**src/rtl/cpu_ctrl_pkg.sv**
```systemverilog
// Shared definitions for the CPU run/step control blocks: FSM state encoding
// and the completed-step counter width.
package cpu_ctrl_pkg;

   typedef enum logic [2:0] {
      ST_IDLE   = 3'd0,
      ST_STEP   = 3'd1,
      ST_ACK    = 3'd2,
      ST_RUN    = 3'd3,
      ST_HALTED = 3'd4
   } state_t;

   localparam int unsigned STEP_CNT_W = 16;

endpackage

```
**src/rtl/sync_ff.sv**
```systemverilog
// Multi-flop synchroniser for a single asynchronous level, with asynchronous
// active-low clear of every stage.
module sync_ff #(
   parameter int unsigned STAGES = 2
) (
   input  logic clk,
   input  logic rst_n,
   input  logic d,
   output logic q
);

   logic [STAGES-1:0] ff;

   always_ff @(posedge clk or negedge rst_n) begin
      if (!rst_n) begin
         ff <= '0;
      end else begin
         ff <= {ff[STAGES-2:0], d};
      end
   end

   assign q = ff[STAGES-1];

endmodule

```
**src/rtl/step_ctrl.sv**
```systemverilog
// Push-button "go" consumer: synchronises go_req, runs the four-phase go_req/go_ack
// handshake and turns each press into a step burst or free run of cpu_en.
// Optional completed-step counter on step_cnt when STEP_CTRL_COUNT_EN is defined.
module step_ctrl
   import cpu_ctrl_pkg::*;
#(
   parameter int unsigned STEP_CYCLES = 1,
   parameter int unsigned SYNC_STAGES = 2
) (
   input  logic                  clk,
   input  logic                  rst_n,
   input  logic                  go_req,
   output logic                  go_ack,
   input  logic                  mode_run,
   input  logic                  halt,
   output logic                  cpu_en,
   output logic                  busy,
   output logic [STEP_CNT_W-1:0] step_cnt
);

   state_t     state, nxt;
   logic [7:0] burst, burst_nxt;
   logic       req_s, req_d;
   logic       en_nxt, ack_nxt, busy_nxt;

   sync_ff #(.STAGES(SYNC_STAGES)) u_sync (
      .clk   (clk),
      .rst_n (rst_n),
      .d     (go_req),
      .q     (req_s)
   );

   always_ff @(posedge clk or negedge rst_n) begin
      if (!rst_n) begin
         state  <= ST_IDLE;
         burst  <= '0;
         req_d  <= 1'b0;
         cpu_en <= 1'b0;
         go_ack <= 1'b0;
         busy   <= 1'b0;
      end else begin
         state  <= nxt;
         burst  <= burst_nxt;
         req_d  <= req_s;
         cpu_en <= en_nxt;
         go_ack <= ack_nxt;
         busy   <= busy_nxt;
      end
   end

   // Outputs are registered from the next state, so halt sampled at an edge
   // suppresses cpu_en for the cycle that edge would otherwise have started.
   always_comb begin
      nxt       = state;
      burst_nxt = burst;
      case (state)
         ST_IDLE: begin
            if (req_s) begin
               if (halt) begin
                  nxt = ST_ACK;
               end else if (mode_run) begin
                  nxt = ST_RUN;
               end else begin
                  nxt       = ST_STEP;
                  burst_nxt = 8'(STEP_CYCLES);
               end
            end
         end
         ST_STEP: begin
            if (halt) begin
               nxt = ST_HALTED;
            end else if (burst == 8'd1) begin
               nxt = ST_ACK;
            end else begin
               burst_nxt = burst - 8'd1;
            end
         end
         ST_ACK: begin
            if (!req_s) nxt = ST_IDLE;
         end
         ST_RUN: begin
            // The entry press is still visible on req_s for a few cycles;
            // only a fresh rising edge counts as the stop press.
            if (halt) begin
               nxt = ST_HALTED;
            end else if (req_s && !req_d) begin
               nxt = ST_ACK;
            end
         end
         ST_HALTED: begin
            if (req_s) nxt = ST_ACK;
         end
         default: nxt = ST_IDLE;
      endcase

      en_nxt   = (nxt == ST_STEP) || (nxt == ST_RUN);
      ack_nxt  = (nxt == ST_ACK) || ((state == ST_IDLE) && (nxt == ST_RUN));
      busy_nxt = (nxt != ST_IDLE);
   end

`ifdef STEP_CTRL_COUNT_EN
   logic                  step_done;
   logic [STEP_CNT_W-1:0] step_cnt_q;

   assign step_done = (state == ST_STEP) && !halt && (burst == 8'd1);

   always_ff @(posedge clk or negedge rst_n) begin
      if (!rst_n) begin
         step_cnt_q <= '0;
      end else if (step_done) begin
         step_cnt_q <= step_cnt_q + STEP_CNT_W'(1);
      end
   end

   assign step_cnt = step_cnt_q;
`else
   assign step_cnt = '0;
`endif

endmodule

```
**config.mk**
```make
export PLATFORM = sky130hd
export DESIGN_NAME = step_ctrl
export DESIGN_NICKNAME = d
export VERILOG_FILES = /design/src/rtl/cpu_ctrl_pkg.sv /design/src/rtl/sync_ff.sv /design/src/rtl/step_ctrl.sv
export SDC_FILE = /design/constraint.sdc
export NUM_CORES = 1
export LEC_CHECK = 0
export ABC_AREA = 1
export BUFFER_PORTS_ARGS = -buffer_cell sky130_fd_sc_hd__buf_4
export CORE_MARGIN = 3
export CORE_UTILIZATION = 40
export CTS_BUF_LIST = sky130_fd_sc_hd__clkbuf_16
export CTS_CLUSTER_DIAMETER = 40
export DETAILED_ROUTE_END_ITERATION = 12
export GPL_ROUTABILITY_DRIVEN = 0
export HOLD_SLACK_MARGIN = 0.15
export PLACE_DENSITY_LB_ADDON = 0.25
export SLEW_MARGIN = 20
export SYNTH_ARGS = -nofsm -noshare
export SYNTH_HDL_FRONTEND = slang
export SYNTH_SLANG_ARGS = --single-unit
```
**constraint.sdc**
```tcl
create_clock -name clk -period 1.9 [get_ports clk]
set_clock_uncertainty 0.2 [all_clocks]
set_input_delay 0.38 -clock clk [delete_from_list [all_inputs] [get_ports clk]]
set_output_delay 0.38 -clock clk [all_outputs]
set_load 0.02 [all_outputs]
```
Yosys cells after proc, flatten, opt, wreduce, memory -nomap -nowiden
Cells that the tools add are included.
Widths: inputs -> output; s select.
- register bits: 17
- output and inout bits: 19
- input port bits: 5
- latch bits: 0
- memory bits (read-only): 0
- memories: 0
- bits in writable memories: 0
- div/mod/pow operators: 0
- bitwise gates (word level): 0
- $add $sub $neg: 1
- mux-type cells: 16
- order comparisons: 0
- reductions and logical operators: 9
- shift operators: 0
- equal/unequal tests: 13
- multiply operators: 0
- operators with widths (kind ; number):
    $mux 8 ; 5
    $mux 3 ; 7
    $pmux 8 s2 ; 1
    $pmux 3 s5 ; 1
    $eq 3x2->1 const B ; 4
    $eq 8x1->1 const B ; 1
    $ne 2x2->1 const B ; 4
    $sub 8x1->8 const B ; 1
    $eq 3x1->1 const B ; 2
    $reduce_and 6->1 ; 1
    $mux 2 ; 2
    $eq 3x3->1 const B ; 1
    $logic_not 3->1 ; 1
    $reduce_bool 3->1 ; 1
    $logic_and 1x1->1 ; 2
    $logic_or 1x1->1 ; 2
    $ne 2x1->1 const B ; 1
    $reduce_bool 2->1 ; 1
    $logic_not 1->1 ; 1

Longest topological paths before layout
- depth in word-level cells: 8
- gate-level depth with buffers: 9

Modules after synthesis
From an unflattened synthesis, not the netlist that was laid out.
- cells, all modules: 152
- area, all modules: 1086.0 sq um
- modules (own cells, without submodules) (module ; area each (sq um) ; cells each ; seq. area each (sq um) ; instances):
    step_ctrl ; 1036.0 ; 150 ; 375.4 ; 1
    sync_ff ; 50.0 ; 2 ; 50.0 ; 1

Least setup slack after synthesis
Ideal clock, no wire load.
- path type: register -> register
- start point: reg burst[1]
- end point: reg busy
- clock period less this slack: 1442 ps
- setup time: 124 ps
- cell stages (with the launch flop): 8
- slack: 458 ps
- data required time: 1576 ps
- arrival time: 1117 ps
- path through: dfrtp_1 > inv_1 > ha_1 > nand2_1 > o21ai_4 > a21oi_2 > nor2_1 > nand2_1
- longest elaborated chain between the ends: 5
- ends and longest elaborated chain (what ; RTL line ; source):
    from (decl) ; step_ctrl.sv:22 ; logic [7:0] burst, burst_nxt;
    from (signal assigned) ; step_ctrl.sv:43 ; burst <= burst_nxt;
    $eq 8x1->1 ; step_ctrl.sv:72 ; end else if (burst == 8'd1) begin
    $mux 3 ; step_ctrl.sv:72 ;
    $mux 3 ; step_ctrl.sv:70 ; if (halt) begin
    $pmux 3 s5 ; step_ctrl.sv:56 ; case (state)
    named net nxt[0] ; step_ctrl.sv:21 ; state_t state, nxt;
    $reduce_bool 3->1 ; step_ctrl.sv:98 ; busy_nxt = (nxt != ST_IDLE);
    named net busy_nxt ; step_ctrl.sv:24 ; logic en_nxt, ack_nxt, busy_nxt;
    to (signal assigned) ; step_ctrl.sv:47 ; busy <= busy_nxt;
    to (decl) ; step_ctrl.sv:17 ; output logic busy,
The timed path passes the listed nets, and every way through them passes these cells.
A chain may end at the register's enable or synchronous reset.

Final worst setup path
- start point: reg burst[1]
- end point: reg burst[5]
- longest elaborated chain between the ends: 4
- elaborated cells between the ends (all ways): 7
- those cells by class: 1 x add/sub; 2 x eq/ne; 3 x mux; 1 x reduce/logical
- ends and longest elaborated chain (what ; RTL line ; source):
    $sub 8x1->8 ; step_ctrl.sv:75 ; burst_nxt = burst - 8'd1;
    $mux 8 ; step_ctrl.sv:72 ;
    $mux 8 ; step_ctrl.sv:70 ;
    $pmux 8 s2 ; step_ctrl.sv:56 ;
Several ways; a longest one is shown, not always the timed one. The select of a mux whose other input is x is not followed.

==> flow_metrics.tcl <==
set metrics [dict create \
    finish.utilization_pct 48.6 \
    rows 18 \
    min_period_ns 1.58 \
    ys_ff_latch 17 \
    clkTransAtPathRegs_ns 0.05 \
    fp.coreArea_um2 2570 \
    route.detailed.drc 0 \
    period_share_pct 83.4 \
    synth_cell_types 23 \
    finalHoldViolations 0 \
    synthesis.area_um2 1120 \
    io_pins 24 \
    min_from "u_sync.ff[0]" \
    power_leakage_nw 0.644 \
    fin_nets 167 \
    ys_warn_count 0 \
    place_hpwl_mm 1.54 \
    synth.avg_cell_area_um2 7.63 \
    track_usage_pct 12.8 \
    status "complete, no violations" \
    initial_core_util_pct 43.7 \
    crit_required_ns 1.88 \
    post_cts_buffers 0 \
    cts_tree "yes" \
    drv_slew 0 \
    die_w_um 59.0 \
    drtIter0Drc 18 \
    r2r_start "burst[1]" \
    vias 860 \
    numCtsBuffers 3 \
    yosysSeqAreaShare_pct 37.9 \
    fill_cells 264 \
    antenna_found_initial 0 \
    setup-tns-final_ns 0 \
    grt-ovfl-total 0 \
    total_power_w 0.00193 \
    htreeDepth 1 \
    crit_fanout 7 \
    n_antenna_cell 0 \
    grt_pass1_vias 773 \
    cp.arrival_ns 1.57 \
    start_kind "register" \
    clk_latency_ns 0.24 \
    synth_cells 147 \
    drive_above_1_share_pct 17.0 \
    die_y_um 59.0 \
    cts_sinks 17 \
    rsz0062_at_grt "no" \
    fmax_mhz 631 \
    synth_area_leader_cell "dfrtp_1" \
    grt_first_pass_wirelength_mm 3.31 \
    wirelength_mm 1.98 \
    routed_via_density 4.55 \
    ir_worst_vdd_v 0.000735 \
    power_density_nw_per_um2 1550 \
    finalSetupViolCount 0 \
    end_kind "register" \
    clockBufferDepth 2 \
    hp-class "reg2reg" \
    clockRootBuffer "clkbuf_16" \
    grt_max_degree 18 \
    synth_top_area_share_pct 37.9 \
    cap_violations 0 \
    io_buffers 7 \
    die-area_um2 3480 \
    drtAntennaViolNets 0 \
    crit_path_start "burst[1]" \
    avgRoutedWirePerCell_um 10.5 \
    drtPass1Iterations 4 \
    syn_to_final_growth_pct 11.1 \
    synth.area.top_cells "dfrtp_1, nand2_1, buf_4" \
    crit_type "reg2reg" \
]
-- final cells by class --
cell class              count  area, um^2  area share, %
clock inverters             1        3.75          0.301
flip-flops and latches     17         425           34.1
clock buffers               3        75.1           6.02
well taps                  30        37.5           3.01
inverters                  16        60.1           4.81
multi-input cells         113         573           45.9
repair buffers              9        72.6           5.82
-- where the power goes --
| part | leakage, nW | switching [W] | internal, W | total (W) |
|---|---|---|---|---|
| Combinational | 0.382 | 0.000635 | 0.000334 | 0.000969 |
| Sequential | 0.219 | 0.0000918 | 0.000461 | 0.000553 |
| Clock | 0.0423 | 0.000131 | 0.000279 | 0.000410 |
-- synthesized netlist by cell type --
cell type and count:
inv_2 2, nand2_2 6, xor2_1 1, buf_4 16, o211ai_1 1, a21oi_1 4
ha_1 2, nor2_1 18, xnor2_1 1, conb_1 1, a21oi_4 1, a21oi_2 1
nor2_4 2, nand2_4 1, nand2_1 43, inv_1 14, nand3_1 7, o21ai_0 2
dfrtp_1 17, o21ai_4 2, nand3_2 2, nand4_1 2, o21bai_1 1
-- cells in the final DEF, fill, tap and decap left out, types with 2 or more instances in the layout --
| cell | Yosys | final |
|---|---|---|
| nor2_4 | 2 | 2 |
| o21ai_4 | 2 | 2 |
| nor2_1 | 18 | 18 |
| clkbuf_16 | 0 | 3 |
| ha_1 | 2 | 2 |
| buf_4 | 16 | 7 |
| nand2_2 | 6 | 6 |
| conb_1 | 1 | 16 |
| nand2_1 | 43 | 43 |
| dlygate4sd3_1 | 0 | 2 |
| inv_1 | 14 | 15 |
| o21ai_0 | 2 | 2 |
| nand3_2 | 2 | 2 |
| inv_2 | 2 | 2 |
| dfrtp_1 | 17 | 17 |
| nand3_1 | 7 | 7 |
| a21oi_1 | 4 | 4 |
| nand4_1 | 2 | 2 |
-- per-layer routing --
| layer | global-route usage (%) | share of wire [%] | up-vias |
|---|---|---|---|
| met5 | 0 | 0 | - |
| met2 | 22.1 | 48 | 25 |
| met1 | 15.5 | 45 | 387 |
| met4 | 4.85 | 1.1 | 0 |
| met3 | 2.83 | 5.6 | 2 |
| li1 | - | - | 446 |
-- per-stage QoR --
step                      hold WS, ns  cells  worst slack (ns)  cell area [um^2]
after floorplan                -0.116    162             0.458              1180
after global placement         0.0601    183             0.331              1150
after detailed placement       0.0601    183             0.309              1150
after CTS                       0.150    189             0.298              1250
after global routing            0.168    189             0.206              1250
final                           0.148    189             0.315              1250
-- sequential cells by signal, summed over array words and instances, names as in the netlist --
name	flops
req_d	1
state	3
u_sync.ff	2
busy	1
cpu_en	1
go_ack	1
burst	8
-- kinds of logic after synthesis --
logic type	Yosys count	synth area share [%]
other	1	0.334
AND/OR/NAND/NOR	81	32.8
flip-flops	17	37.9
adder cells (fa/ha/maj)	2	2.23
buffers and inverters	32	16.1
AO/OA/AOI/OAI	12	9.14
XOR/XNOR	2	1.56
-- worst max-delay path: stages, from the launching register on --
cell	delay, ns
dfrtp_1	0.39
inv_1	0.08
ha_1	0.17
nand2_1	0.11
o21ai_4	0.24
nand2_2	0.07
nand3_2	0.13
nand2_1	0.07
nand2_1	0.06
-- what timing repair did --
action	in CTS	in global routing
hold buffers	2	0
hold endpoints to repair	18	0
endpoints found under the setup margin	0	0
gates resized for setup	0	0
-- worst paths after layout --
| check | end | slack [ns] | depth (start not counted) |
|---|---|---|---|
| max in group asynchronous | state[0] | 0.97 | 2 |
| worst max register to register | burst[5] | 0.32 | 8 |
| worst min register to register | u_sync.ff[1] | 0.15 | 0 |
| worst max-delay path | burst[5] | 0.32 | 8 |
| worst min-delay path | u_sync.ff[1] | 0.15 | 0 |
| min in group asynchronous | burst[7] | 0.34 | 2 |
Power figures use the tool's default switching activity.
